`src/rtl/klein_ctrl.sv`:
```
// klein_ctrl: control sequencer for a byte-serial KLEIN-64 round datapath.
// It runs one block per start: 8 load cycles, NROUNDS x 8 round cycles,
// and 8 output (final key-whitening) cycles. All outputs are decoded from
// registered state, so start and in_valid never reach an output combinationally.
//
// Ports:
//   ck        clock, rising edge
//   rst       asynchronous active-high reset
//   start     request a block; sampled only while ready=1
//   in_valid  plaintext/key byte pair present; must stay high through LOAD
//   ready     idle, able to accept start
//   in_ready  LOAD phase: datapath is taking input bytes
//   round0    datapath load select
//   round     current round number [0:3], MSB first
//   sels      state-path selects [0:3]
//   selk      key-schedule selects [0:3]
//   out_valid datapath output carries a ciphertext byte
//   done      pulse on the last ciphertext byte
//   err       pulse the cycle after a LOAD cycle without in_valid
module klein_ctrl #(
  parameter int NROUNDS = 12
) (
  input  logic       ck,
  input  logic       rst,
  input  logic       start,
  input  logic       in_valid,
  output logic       ready,
  output logic       in_ready,
  output logic       round0,
  output logic [0:3] round,
  output logic [0:3] sels,
  output logic [0:3] selk,
  output logic       out_valid,
  output logic       done,
  output logic       err
);

  typedef enum logic [1:0] {IDLE, LOAD, RUN, OUT} state_t;

  localparam logic [3:0] LAST_RND = 4'(NROUNDS);

  state_t     state, state_nxt;
  logic [2:0] step, step_nxt;
  logic [3:0] rnd, rnd_nxt;
  logic       abort_p1, abort_nxt;

  // State-path select per byte slot within a round.
  function automatic logic [0:3] sels_dec(input logic [2:0] s);
    case (s)
      3'd3:    sels_dec = 4'b1000;
      3'd5:    sels_dec = 4'b0100;
      3'd6:    sels_dec = 4'b0110;
      3'd7:    sels_dec = 4'b0111;
      default: sels_dec = 4'b0000;
    endcase
  endfunction

  // Key-schedule select: [0:1] rotate/mix path, [2] round-constant XOR,
  // [3] key S-box insert.
  function automatic logic [0:3] selk_dec(input logic [2:0] s);
    case (s)
      3'd4:    selk_dec = 4'b0111;
      3'd5:    selk_dec = 4'b0101;
      3'd6:    selk_dec = 4'b1000;
      3'd7:    selk_dec = 4'b1100;
      default: selk_dec = 4'b0000;
    endcase
  endfunction

  // State register
  always_ff @(posedge ck or posedge rst) begin
    if (rst) begin
      state    <= IDLE;
      step     <= 3'd0;
      rnd      <= 4'd0;
      abort_p1 <= 1'b0;
    end else begin
      state    <= state_nxt;
      step     <= step_nxt;
      rnd      <= rnd_nxt;
      abort_p1 <= abort_nxt;
    end
  end

  // Next-state logic
  always_comb begin
    state_nxt = state;
    step_nxt  = step;
    rnd_nxt   = rnd;
    abort_nxt = 1'b0;
    case (state)
      IDLE: begin
        step_nxt = 3'd0;
        rnd_nxt  = 4'd0;
        if (start) state_nxt = LOAD;
      end
      LOAD: begin
        step_nxt = step + 3'd1;
        if (!in_valid) begin
          // Any missing byte discards the whole block.
          state_nxt = IDLE;
          step_nxt  = 3'd0;
          abort_nxt = 1'b1;
        end else if (step == 3'd7) begin
          state_nxt = RUN;
          rnd_nxt   = 4'd1;
        end
      end
      RUN: begin
        step_nxt = step + 3'd1;
        if (step == 3'd7) begin
          if (rnd == LAST_RND) begin
            state_nxt = OUT;
            rnd_nxt   = 4'd0;
          end else begin
            rnd_nxt = rnd + 4'd1;
          end
        end
      end
      OUT: begin
        step_nxt = step + 3'd1;
        if (step == 3'd7) state_nxt = IDLE;
      end
      default: state_nxt = IDLE;
    endcase
  end

  // Output decode
  always_comb begin
    ready     = 1'b0;
    in_ready  = 1'b0;
    round0    = 1'b0;
    round     = 4'd0;
    sels      = 4'd0;
    selk      = 4'd0;
    out_valid = 1'b0;
    done      = 1'b0;
    err       = 1'b0;
    case (state)
      IDLE: begin
        ready = 1'b1;
        err   = abort_p1;
      end
      LOAD: begin
        round0   = 1'b1;
        in_ready = 1'b1;
      end
      RUN: begin
        round = rnd;
        sels  = sels_dec(step);
        selk  = selk_dec(step);
      end
      OUT: begin
        out_valid = 1'b1;
        done      = (step == 3'd7);
      end
      default: ready = 1'b0;
    endcase
  end

endmodule

```
`config.mk`:
```
export PLATFORM = sky130hd
export DESIGN_NAME = klein_ctrl
export DESIGN_NICKNAME = d
export VERILOG_FILES = /design/src/rtl/klein_ctrl.sv
export SDC_FILE = /design/constraint.sdc
export NUM_CORES = 1
export LEC_CHECK = 0
export ABC_AREA = 1
export CAP_MARGIN = 40
export CELL_PAD_IN_SITES_DETAIL_PLACEMENT = 1
export CELL_PAD_IN_SITES_GLOBAL_PLACEMENT = 2
export CORE_MARGIN = 5
export CORE_UTILIZATION = 25
export CTS_BUF_LIST = sky130_fd_sc_hd__clkbuf_4
export CTS_CLUSTER_SIZE = 12
export DETAILED_ROUTE_END_ITERATION = 7
export GPL_ROUTABILITY_DRIVEN = 1
export PLACE_DENSITY = 0.86
export SLEW_MARGIN = 5
export SYNTH_ARGS = -nofsm -noshare
export SYNTH_HDL_FRONTEND = slang
export SYNTH_SLANG_ARGS = --single-unit
```
`constraint.sdc`:
```
create_clock -name ck -period 4.7 [get_ports ck]
set_input_delay 1.41 -clock ck [delete_from_list [all_inputs] [get_ports ck]]
set_output_delay 1.41 -clock ck [all_outputs]
set_load 0.02 [all_outputs]
```
* Yosys cells after proc, flatten, opt, wreduce, memory -nomap -nowiden
Cells that the tools add are included.
** Word-level totals
- Bits in registers :: 10
- Input bits :: 4
- Output and inout bits :: 18
- Logic and storage cells :: 53
** Operators by class
- Add/sub/neg operators :: 2
- Eq/ne operators :: 16
- Muxes and demuxes :: 26
- Reductions and logical operators :: 5
** Operators with widths (number)
- one-hot mux 4 bit (4 select lines) :: 2
- 2-to-1 mux 4 bit :: 7
- equality test 3 bit (second input constant) :: 4
- 2-to-1 mux 2 bit :: 6
- inequality test 2 bit (second input constant) :: 6
- one-hot mux 4 bit (3 select lines) :: 1
- one-hot mux 3 bit (3 select lines) :: 1
- one-hot mux 2 bit (4 select lines) :: 1
- 2-to-1 mux 1 bit :: 7
- AND reduction 5 bit :: 1
- adder 4 x 1 -> 4 bit (second input constant) :: 1
- equality test 2 bit (second input constant) :: 2
- equality test 4 bit (second input constant) :: 1
- AND reduction 4 bit :: 1
- adder 3 x 1 -> 3 bit (second input constant) :: 1
- equality test 3 x 2 -> 1 bit (second input constant) :: 1
- 2-to-1 mux 3 bit :: 1
- inequality test 3 bit (second input constant) :: 1
- nonzero test 3 bit :: 1
- equality test 2 x 1 -> 1 bit (second input constant) :: 1
- logical NOT 2 bit :: 1
- OR reduction 2 bit :: 1

* Longest topological paths before layout
Gate-level depths: netlist of the first run.
- Depth in word-level cells :: 4
- Gate-level depth with buffers :: 10

* Least setup slack after synthesis of the first run
OpenSTA, ideal clock, no wires.
- Kind :: reg-to-output
- Start :: reg step[0]
- End :: out sels[1] in the netlist's numbering
- Arrival :: 1.191 ns
- Path slack :: 2.099 ns
- Cell stages (with the launch flop) :: 5
- Path buffers :: 0
- Cell sequence :: dfrtp_1 > ha_1 > ha_1 > a21oi_1 > a21oi_1
** Between the ends
- Cells in the longest elaborated chain, start to end :: 3
- Elaborated cells between the ends (all ways) :: 6
** RTL lines
- start, declared :: line 43 : logic [2:0] step, step_nxt;
- start signal, assigned :: line 79 : step <= step_nxt;
- equality test 3 bit or equality test 3 x 2 -> 1 bit (tied branches) :: line 49 : case (s)
- one-hot mux 4 bit (4 select lines) * :: line 49
- 2-to-1 mux 4 bit * :: line 139 : case (state)
- end, declared :: line 31 : output logic [0:3] sels,
Every way passes the cells marked *; elsewhere a longest branch is shown, timed or not.

* Worst setup path in the final report of the first run
- Start :: reg state[0]
- End :: out sels[1] in the netlist's numbering
** Between the ends
- Cells in the longest elaborated chain, start to end :: 2
** RTL lines
- start, declared :: line 42 : state_t state, state_nxt;
- start signal, assigned :: line 78 : state <= state_nxt;
- equality test 2 bit :: line 139
- 2-to-1 mux 4 bit :: line 139
Every way passes these cells.

==> results.toml, run 1 <==
[outcome]
status = "finished clean"

[global_routing]
grt_pass1_vias = 883
grt_pass1_wl_um = 3860
grtUsageTotal = 0.110
antenna_found_initial = 0
grt_start_max_net_pins = 14
grt_overflow = 0

[floorplan]
rows = 21
die_x_um = 69.0
dieHeight_um = 69.0
io_pins = 22
core_area_mm2 = 0.00336
initial_core_util = 0.259
dieArea_mm2 = 0.00476

[power_and_ir_drop]
swShare = 0.509
p_total_uw = 526
pwr-share-clk = 0.122
switchingPower_uw = 268
intPower_uw = 258
power_density_mw_per_mm2 = 460
power_frac_seq = 0.237
ir_worst_vdd_uv = 216
p_leak_uw = 0.000583
combPwrFrac = 0.641

[routing]
avgRoutedWirePerCell_um = 12.0
num_vias = 802
drt_wl_total_um = 2250
dr.pass1.iters = 4
met1Wirelength_um = 1080
topRoutingLayerUsed = "met4"
drtIter0Drc = 13
antenna_left = 0
wl_met2_um = 1080
drc = 0
wl_met3_um = 64
vias_per_cell = 4.27

[finish]
layout_commonest_cell = "nand2_1"
nets = 161
syn_to_final_growth_pct = 31.7
nFillCells = 447
num_antenna_cells = 0
drive_above_1_share = 0.127
final_util = 0.340
final_cell_mix = "nand2_1 (29), inv_1 (24), clkdlybuf4s50_1 (21)"

[timing]
slew_headroom = 0.657
setup_tns_ns = 0
final.setup_skew_ns = 0.00896
drv_slew = 0
fmax_mhz = 273
rsz0062_at_grt = "false"
tightest_slew_ns = 0.515
min_period_ns = 3.66
hold_viol = 0
setup_viol_count_final = 0
finalCritPeriodShare = 0.778

[synth]
syn-cell-area_um2 = 870
ys_ff_latch = 10
synth.yosys.seq_area_share = 0.288
ys_warn_count = 0
synthDistinctLibCells = 21
synthCells = 120
synth_nets = 137
syn_area_per_cell_um2 = 7.25

[clock_tree]
h-tree-depth = 1
clk_latency_ns = 0.28
ctsResizeCount = 0
cts_tree = "done"
clock_sinks = 10
cts_root_buf = "clkbuf_4"
cts_made_buffers = 3
clockBufferDepth = 2
path_clk_slew_ns = 0.08
postCtsSetupBuffers = 0
holdBufCountCts = 0

[worst_setup_path]
end_kind = "output pin"
path_cells = "inv_1, ha_1, inv_2, a21oi_1, clkdlybuf4s50_1"
cp_max_fo = 13
crit_path_start_kind = "register"
crit_type = "reg -> out"
required_ns = 3.29
cp_slowest_cell = "clkdlybuf4s50_1"
cp_slowest_stage_delay_ns = 0.62
cp.arrival_ns = 2.25

[place]
place_congestion = 0.783
hpwlAfterDp_um = 1880
io_buffers = 21

[hold_path]
hold_class = "reg -> reg"

[job]
cap_violations = 0
cell families (layout without fill, tap and decap cells):
family | Yosys count | in the layout | share of synthesized area
AOI/OAI and AO/OA | 9 | 9 | 0.0518
and+or+nand+nor | 58 | 58 | 0.334
buffers and inverters | 30 | 52 | 0.140
DFF | 10 | 10 | 0.288
adders and majority gates | 13 | 13 | 0.187
cell usage after synthesis:
master | number | share of area
o21ai_1 | 4 | 0.023
nand3_1 | 5 | 0.029
nand3_2 | 2 | 0.023
or2_1 | 1 | 0.0072
nand2_4 | 3 | 0.039
or2_2 | 1 | 0.0072
nand4_1 | 2 | 0.014
dfrtp_1 | 10 | 0.29
nor2_2 | 1 | 0.0072
inv_1 | 24 | 0.10
ha_1 | 13 | 0.19
nand2_2 | 3 | 0.022
nor2_4 | 1 | 0.013
buf_4 | 2 | 0.017
clkinv_2 | 1 | 0.0057
nor2_1 | 9 | 0.039
nand3b_1 | 1 | 0.0086
o21ai_0 | 2 | 0.012
a21oi_1 | 3 | 0.017
inv_2 | 3 | 0.013
nand2_1 | 29 | 0.13
layer usage:
metal | vias up | track usage
li1 | 405 | -
met1 | 376 | 0.139
met2 | 18 | 0.181
met3 | 3 | 0.0130
met4 | 0 | 0.0584
met5 | - | 0
path summary, 6_finish.rpt:
path | from | end | slack (ns) | cells after the start
setup reg to reg | state[0] | rnd[0] | 2.94 | 10
setup / recovery | state[0] | sels[1] | 1.04 | 5
max in group asynchronous | rst | rnd[2] | 2.95 | 2
hold / removal | step[0] | step[0] | 0.53 | 1
hold reg to reg | step[0] | step[0] | 0.53 | 1
min in group asynchronous | rst | asynchronous set/reset pin | 1.43 | 2
layout make-up:
| cell class | count | area (um2) | share of cell area |
|---|---|---|---|
| sequential | 10 | 250 | 0.219 |
| clock buffer | 3 | 22.5 | 0.0197 |
| timing repair buffer | 21 | 210 | 0.184 |
| tap | 46 | 57.6 | 0.0503 |
| inverter | 28 | 106 | 0.0929 |
| multi-input combinational | 80 | 498 | 0.435 |
through the flow:
step	std cells	area, um2	hold WS (ns)	worst slack, ns
CTS	188	1140	0.526	1.01
global route	188	1140	0.557	0.914
floorplan	120	870	0.456	2.10
finish	188	1140	0.527	1.04
global placement	185	1120	0.485	1.43
detailed placement	185	1120	0.515	1.32
worst max-delay path: cells and delay by family, from the launching register on:
kind | cells | cell delay [ns]
DFF | 1 | 0.42
AOI/OAI and AO/OA | 1 | 0.16
buffers and inverters | 3 | 0.90
adders and majority gates | 1 | 0.49
state kept, by name (all words and copies together), names as in the netlist, named ones only:
signal    count
rnd           4
state         1
abort_p1      1
step          3
power by group through the flow:
| stage | logic (uW) | clock network, uW | registers (uW) |
|---|---|---|---|
| 6_report | 337 | 64.2 | 125 |
| 5_1_grt | 379 | 70.3 | 128 |
| 2_1_floorplan | 255 | 0 | 122 |
| 3_5_place_dp | 344 | 0 | 127 |
| 4_1_cts | 346 | 66.9 | 125 |
| 3_3_place_gp | 333 | 0 | 125 |
(Power assumes the default switching activity.)
==> inputs of run 2 (changes only) <==
--- a/config.mk
+++ b/config.mk
@@ -15,7 +15,7 @@
 export CTS_CLUSTER_SIZE = 12
 export DETAILED_ROUTE_END_ITERATION = 7
 export GPL_ROUTABILITY_DRIVEN = 1
-export PLACE_DENSITY = 0.86
+export PLACE_DENSITY = 0.89
 export SLEW_MARGIN = 5
 export SYNTH_ARGS = -nofsm -noshare
 export SYNTH_HDL_FRONTEND = slang
==> constraint.sdc (replaced) <==
create_clock -name ck -period 3.1 [get_ports ck]
set_input_delay 0.93 -clock ck [delete_from_list [all_inputs] [get_ports ck]]
set_output_delay 0.93 -clock ck [all_outputs]
set_load 0.02 [all_outputs]
==> results.toml, run 2 (synthesis gave the netlist of run 1 again) <==
[outcome]
status = "finished clean"

[routing]
avgRoutedWirePerCell_um = 11.7
antenna_left = 0
dr.pass1.iters = 4
num_vias = 777
drc = 0
drt_wl_total_um = 2210
drtIter0Drc = 25
vias_per_cell = 4.11

[worst_setup_path]
cpMostUsedCell = "ha_1"
reg2regPathDepth = 10
rr_startpoint = "step[0]"
crit_path_start_kind = "register"
cp_slowest_stage_delay_ns = 0.62
required_ns = 2.17
crit_type = "reg -> out"
cp_slowest_cell = "clkdlybuf4s50_1"
cp_max_fo = 3
cp.depth = 5
startpoint = "step[1]"
end_kind = "output pin"
cp_num_buf_inv = 2
cp.arrival_ns = 2.01
path_delay_family = "buffers and inverters"
path_cells = "ha_1, ha_1, inv_1, a21oi_1, clkdlybuf4s50_1"

[global_routing]
grt_pass1_wl_um = 3840
grt_pass1_vias = 838
grt_overflow = 0
antenna_found_initial = 0
grtUsageTotal = 0.110
grt_start_max_net_pins = 11

[timing]
setup_tns_ns = 0
hold_viol = 0
fmax_mhz = 340
drv_slew = 0
rsz0062_at_grt = "false"
tightest_slew_ns = 0.466
min_period_ns = 2.94
finalCritPeriodShare = 0.948
setup_viol_count_final = 0
final.setup_skew_ns = 0.00133
layout_setup_ws_ns = 0.162
slew_headroom = 0.689

[power_and_ir_drop]
pwr-share-clk = 0.118
intPower_uw = 397
ir_worst_vdd_uv = 189
power_frac_seq = 0.236
p_leak_uw = 0.000587
power_density_mw_per_mm2 = 689
switchingPower_uw = 402
swShare = 0.503
combPwrFrac = 0.645

[finish]
largest_reg_flops = 4
fin_area_mm2 = 0.00116
reg.largest.list = "rnd x4, step x3"
nFillCells = 450
nets = 162
drive_above_1_share = 0.147
num_antenna_cells = 0
final_cells = 189
final_util = 0.344
syn_to_final_growth_pct = 33.2
final_cell_mix = "nand2_1 (29), inv_1 (24), clkdlybuf4s50_1 (21)"
layout_commonest_cell = "nand2_1"
largest-register = "rnd"

[clock_tree]
clock_sinks = 10
clk_latency_ns = 0.27
clockBufferDepth = 2
holdBufCountCts = 0
cts_tree = "done"
postCtsSetupBuffers = 0
cts_root_buf = "clkbuf_4"
path_clk_slew_ns = 0.07
h-tree-depth = 1
cts_made_buffers = 3

[hold_path]
hp-start = "step[0]"
hold_class = "reg -> reg"
min_path_cells = 1

[place]
io_buffers = 21
pre_cts_slack_ns = 0.412
place_area_mm2 = 0.00113
dp.cells = 186
place_congestion = 0.758
hpwlAfterDp_um = 1840

[floorplan]
dieHeight_um = 69.0
core_area_mm2 = 0.00336
io_pins = 22
die_x_um = 69.0
rows = 21
dieArea_mm2 = 0.00476
initial_core_util = 0.259

[job]
cap_violations = 0
-- run 2: layer usage --
metal | up-vias | track usage | part of all wire
li1 | 405 | - | -
met1 | 352 | 0.134 | 0.49
met2 | 15 | 0.185 | 0.45
met3 | 5 | 0.0162 | 0.032
met4 | 0 | 0.0633 | 0.022
met5 | - | 0 | 0
-- run 2: what timing repair did --
item	CTS	global route
gates resized for setup	0	2
setup endpoints to repair	0	2
hold endpoints to repair	0	0
-- run 2: power groups by stage --
stage,registers [uW],clock network (uW),logic [uW]
after floorplan,185,0,386
after global placement,188,0,509
after detailed placement,192,0,521
after CTS,189,97.7,524
after global routing,195,102,582
final,189,94.6,515
-- run 2: worst paths after layout --
check | endpoint | slack (ns)
setup / recovery | selk[1] | 0.16
hold / removal | step[0] | 0.50
setup reg to reg | rnd[0] | 1.48
hold reg to reg | step[0] | 0.50
max in group asynchronous | rnd[3] | 1.82
min in group asynchronous | step[1] | 0.96
-- run 2: cell type report --
type                       instances  area (um2)  share of cell area
sequential                        10         250               0.216
timing repair buffer              22         218               0.188
multi-input combinational         80         504               0.435
clock buffer                       3        22.5              0.0194
inverter                          28         106              0.0918
tap                               46        57.6              0.0497
-- run 2: metrics by stage --
stage	power [uW]	hold WS (ns)
floorplan	571	0.456
global placement	698	0.473
detailed placement	713	0.494
CTS	810	0.504
global route	879	0.544
finish	799	0.499
==> inputs of run 3 (changes only) <==
--- a/config.mk
+++ b/config.mk
@@ -5,7 +5,6 @@
 export SDC_FILE = /design/constraint.sdc
 export NUM_CORES = 1
 export LEC_CHECK = 0
-export ABC_AREA = 1
 export CAP_MARGIN = 40
 export CELL_PAD_IN_SITES_DETAIL_PLACEMENT = 1
 export CELL_PAD_IN_SITES_GLOBAL_PLACEMENT = 2
@@ -15,7 +14,7 @@
 export CTS_CLUSTER_SIZE = 12
 export DETAILED_ROUTE_END_ITERATION = 7
 export GPL_ROUTABILITY_DRIVEN = 1
-export PLACE_DENSITY = 0.89
+export PLACE_DENSITY = 0.86
 export SLEW_MARGIN = 5
 export SYNTH_ARGS = -nofsm -noshare
 export SYNTH_HDL_FRONTEND = slang
==> results.toml, run 3 <==
[outcome]
status = "finished clean"

[timing]
finalCritPeriodShare = 0.940
min_period_ns = 2.91
setup_viol_count_final = 0
final.setup_skew_ns = 0.00236
setup_tns_ns = 0
layout_setup_ws_ns = 0.187
fmax_mhz = 343
hold_viol = 0
rsz0062_at_grt = "false"
tightest_slew_ns = 0.420
drv_slew = 0
slew_headroom = 0.720

[finish]
num_antenna_cells = 0
final_cell_mix = "clkdlybuf4s50_1 (19), ha_1 (13), inv_1 (11)"
nets = 128
drive_above_1_share = 0.0818
nFillCells = 364
layout_commonest_cell = "clkdlybuf4s50_1"
largest_reg_flops = 4
syn_to_final_growth_pct = 36.8
reg.largest.list = "rnd x4, step x3"
largest-register = "rnd"

[global_routing]
antenna_found_initial = 0
grt_start_max_net_pins = 17
grtUsageTotal = 0.0925
grt_pass1_wl_um = 3060
grt_pass1_vias = 723
grt_overflow = 0

[worst_setup_path]
cp_max_fo = 16
end_kind = "output pin"
reg2regPathDepth = 7
cp.arrival_ns = 1.98
cp_slowest_stage_delay_ns = 0.60
required_ns = 2.17
crit_type = "reg -> out"
path_cells = "inv_1, ha_1, buf_4, and3_1, clkdlybuf4s50_1"
crit_path_start_kind = "register"
cp_slowest_cell = "clkdlybuf4s50_1"

[synth]
synth-async-reset-ratio = 1.00
synth_largest_area_cell = "dfrtp_1"
syn_area_per_cell_um2 = 8.95
synth_flop_cell = "dfrtp_1"
synth_edf_count = 0
synthDistinctLibCells = 25
synth_nets = 104
synth.yosys.seq_area_share = 0.322
ys_ff_latch = 10
ys_warn_count = 0
synth_top_area_share = 0.322
syn-cell-area_um2 = 778
synthCells = 87
netlist_top_cells_area = "dfrtp_1 (32%), ha_1 (21%), and2_1 (5.6%)"
synth_common_cells = "ha_1 (13), inv_1 (11), dfrtp_1 (10), nor2_1 (10)"
synth.most_common_cell = "ha_1"

[hold_path]
hold_class = "reg -> reg"
min_path_cells = 1

[floorplan]
dieHeight_um = 65.8
dieArea_mm2 = 0.00433
die_x_um = 65.8
core_area_mm2 = 0.00303
io_pins = 22
rows = 20
initial_core_util = 0.257

[clock_tree]
clockBufferDepth = 2
holdBufCountCts = 0
postCtsSetupBuffers = 0
cts_root_buf = "clkbuf_4"
clk_latency_ns = 0.27
path_clk_slew_ns = 0.07
h-tree-depth = 1
cts_made_buffers = 3
cts_tree = "done"
ctsResizeCount = 1
clock_sinks = 10

[power_and_ir_drop]
power_density_mw_per_mm2 = 218
p_total_uw = 233
ir_worst_vdd_uv = 169
p_leak_uw = 0.000532

[routing]
dr.pass1.iters = 2
num_vias = 683
drt_wl_total_um = 1920
antenna_left = 0
drtIter0Drc = 47
vias_per_cell = 4.44
avgRoutedWirePerCell_um = 12.4
drc = 0

[job]
cap_violations = 0

[place]
io_buffers = 21
hpwlAfterDp_um = 1530
place_congestion = 0.783
pre_cts_slack_ns = 0.305
==> run 3: final timing paths <==
path,start,to,slack [ns]
worst min-delay path,step[0],step[0],0.49
max in group asynchronous,rst,step[1],1.85
min in group asynchronous,rst,rnd[2],0.95
worst min register to register,step[0],step[0],0.49
worst max-delay path,state[0],selk[2],0.19
worst max register to register,state[0],rnd[2],1.25
==> run 3: cell type report <==
cell class,instances,area [um2],share of cell area
clock buffer,3,22.5,0.0212
clock inverter,1,3.75,0.00353
inverter,11,41.3,0.0388
tap,44,55.1,0.0517
multi-input combinational,63,473,0.444
timing repair buffer,22,219,0.206
sequential,10,250,0.235
==> run 3: report_power, final <==
group          switching [uW]  leakage (uW)  internal [uW]  total (uW)
Clock                    48.6     0.0000154           46.6        95.2
Combinational            3.59      0.000397           3.40        7.00
Sequential                  0      0.000119            130         130
Total                    52.2      0.000532            180         233
==> run 3: per-stage QoR <==
stage | util | hold slack (ns) | instances | area [um2]
4_1_cts | 0.349 | 0.501 | 154 | 1060
5_1_grt | 0.352 | 0.523 | 154 | 1060
2_1_floorplan | - | 0.456 | 87 | 778
3_3_place_gp | 0.341 | 0.476 | 150 | 1030
6_report | 0.352 | 0.494 | 154 | 1060
3_5_place_dp | 0.341 | 0.491 | 150 | 1030
==> run 3: kinds of logic after synthesis <==
logic type,Yosys count,synth area share
and+or+nand+nor,35,0.232
AOI/OAI and AO/OA,14,0.148
buffers and inverters,14,0.0772
adders and majority gates,13,0.209
DFF,10,0.322
muxes,1,0.0129
==> run 3: layer usage <==
layer / wire [um] / up-vias / part of all wire / GRT usage
met1: 872 / 327 / 0.45 / 0.107
met3: 113 / 2 / 0.059 / 0.0442
met4: 10 / 0 / 0.0052 / 0.0155
met2: 921 / 14 / 0.48 / 0.156
li1: - / 340 / - / -
met5: 0 / - / 0 / 0
==> run 3: worst max-delay path, delay by kind of cell (launching register included) <==
| kind | cells | cell delay, ns |
|---|---|---|
| adders and majority gates | 1 | 0.18 |
| buffers and inverters | 3 | 0.95 |
| DFF | 1 | 0.41 |
| and+or+nand+nor | 1 | 0.17 |
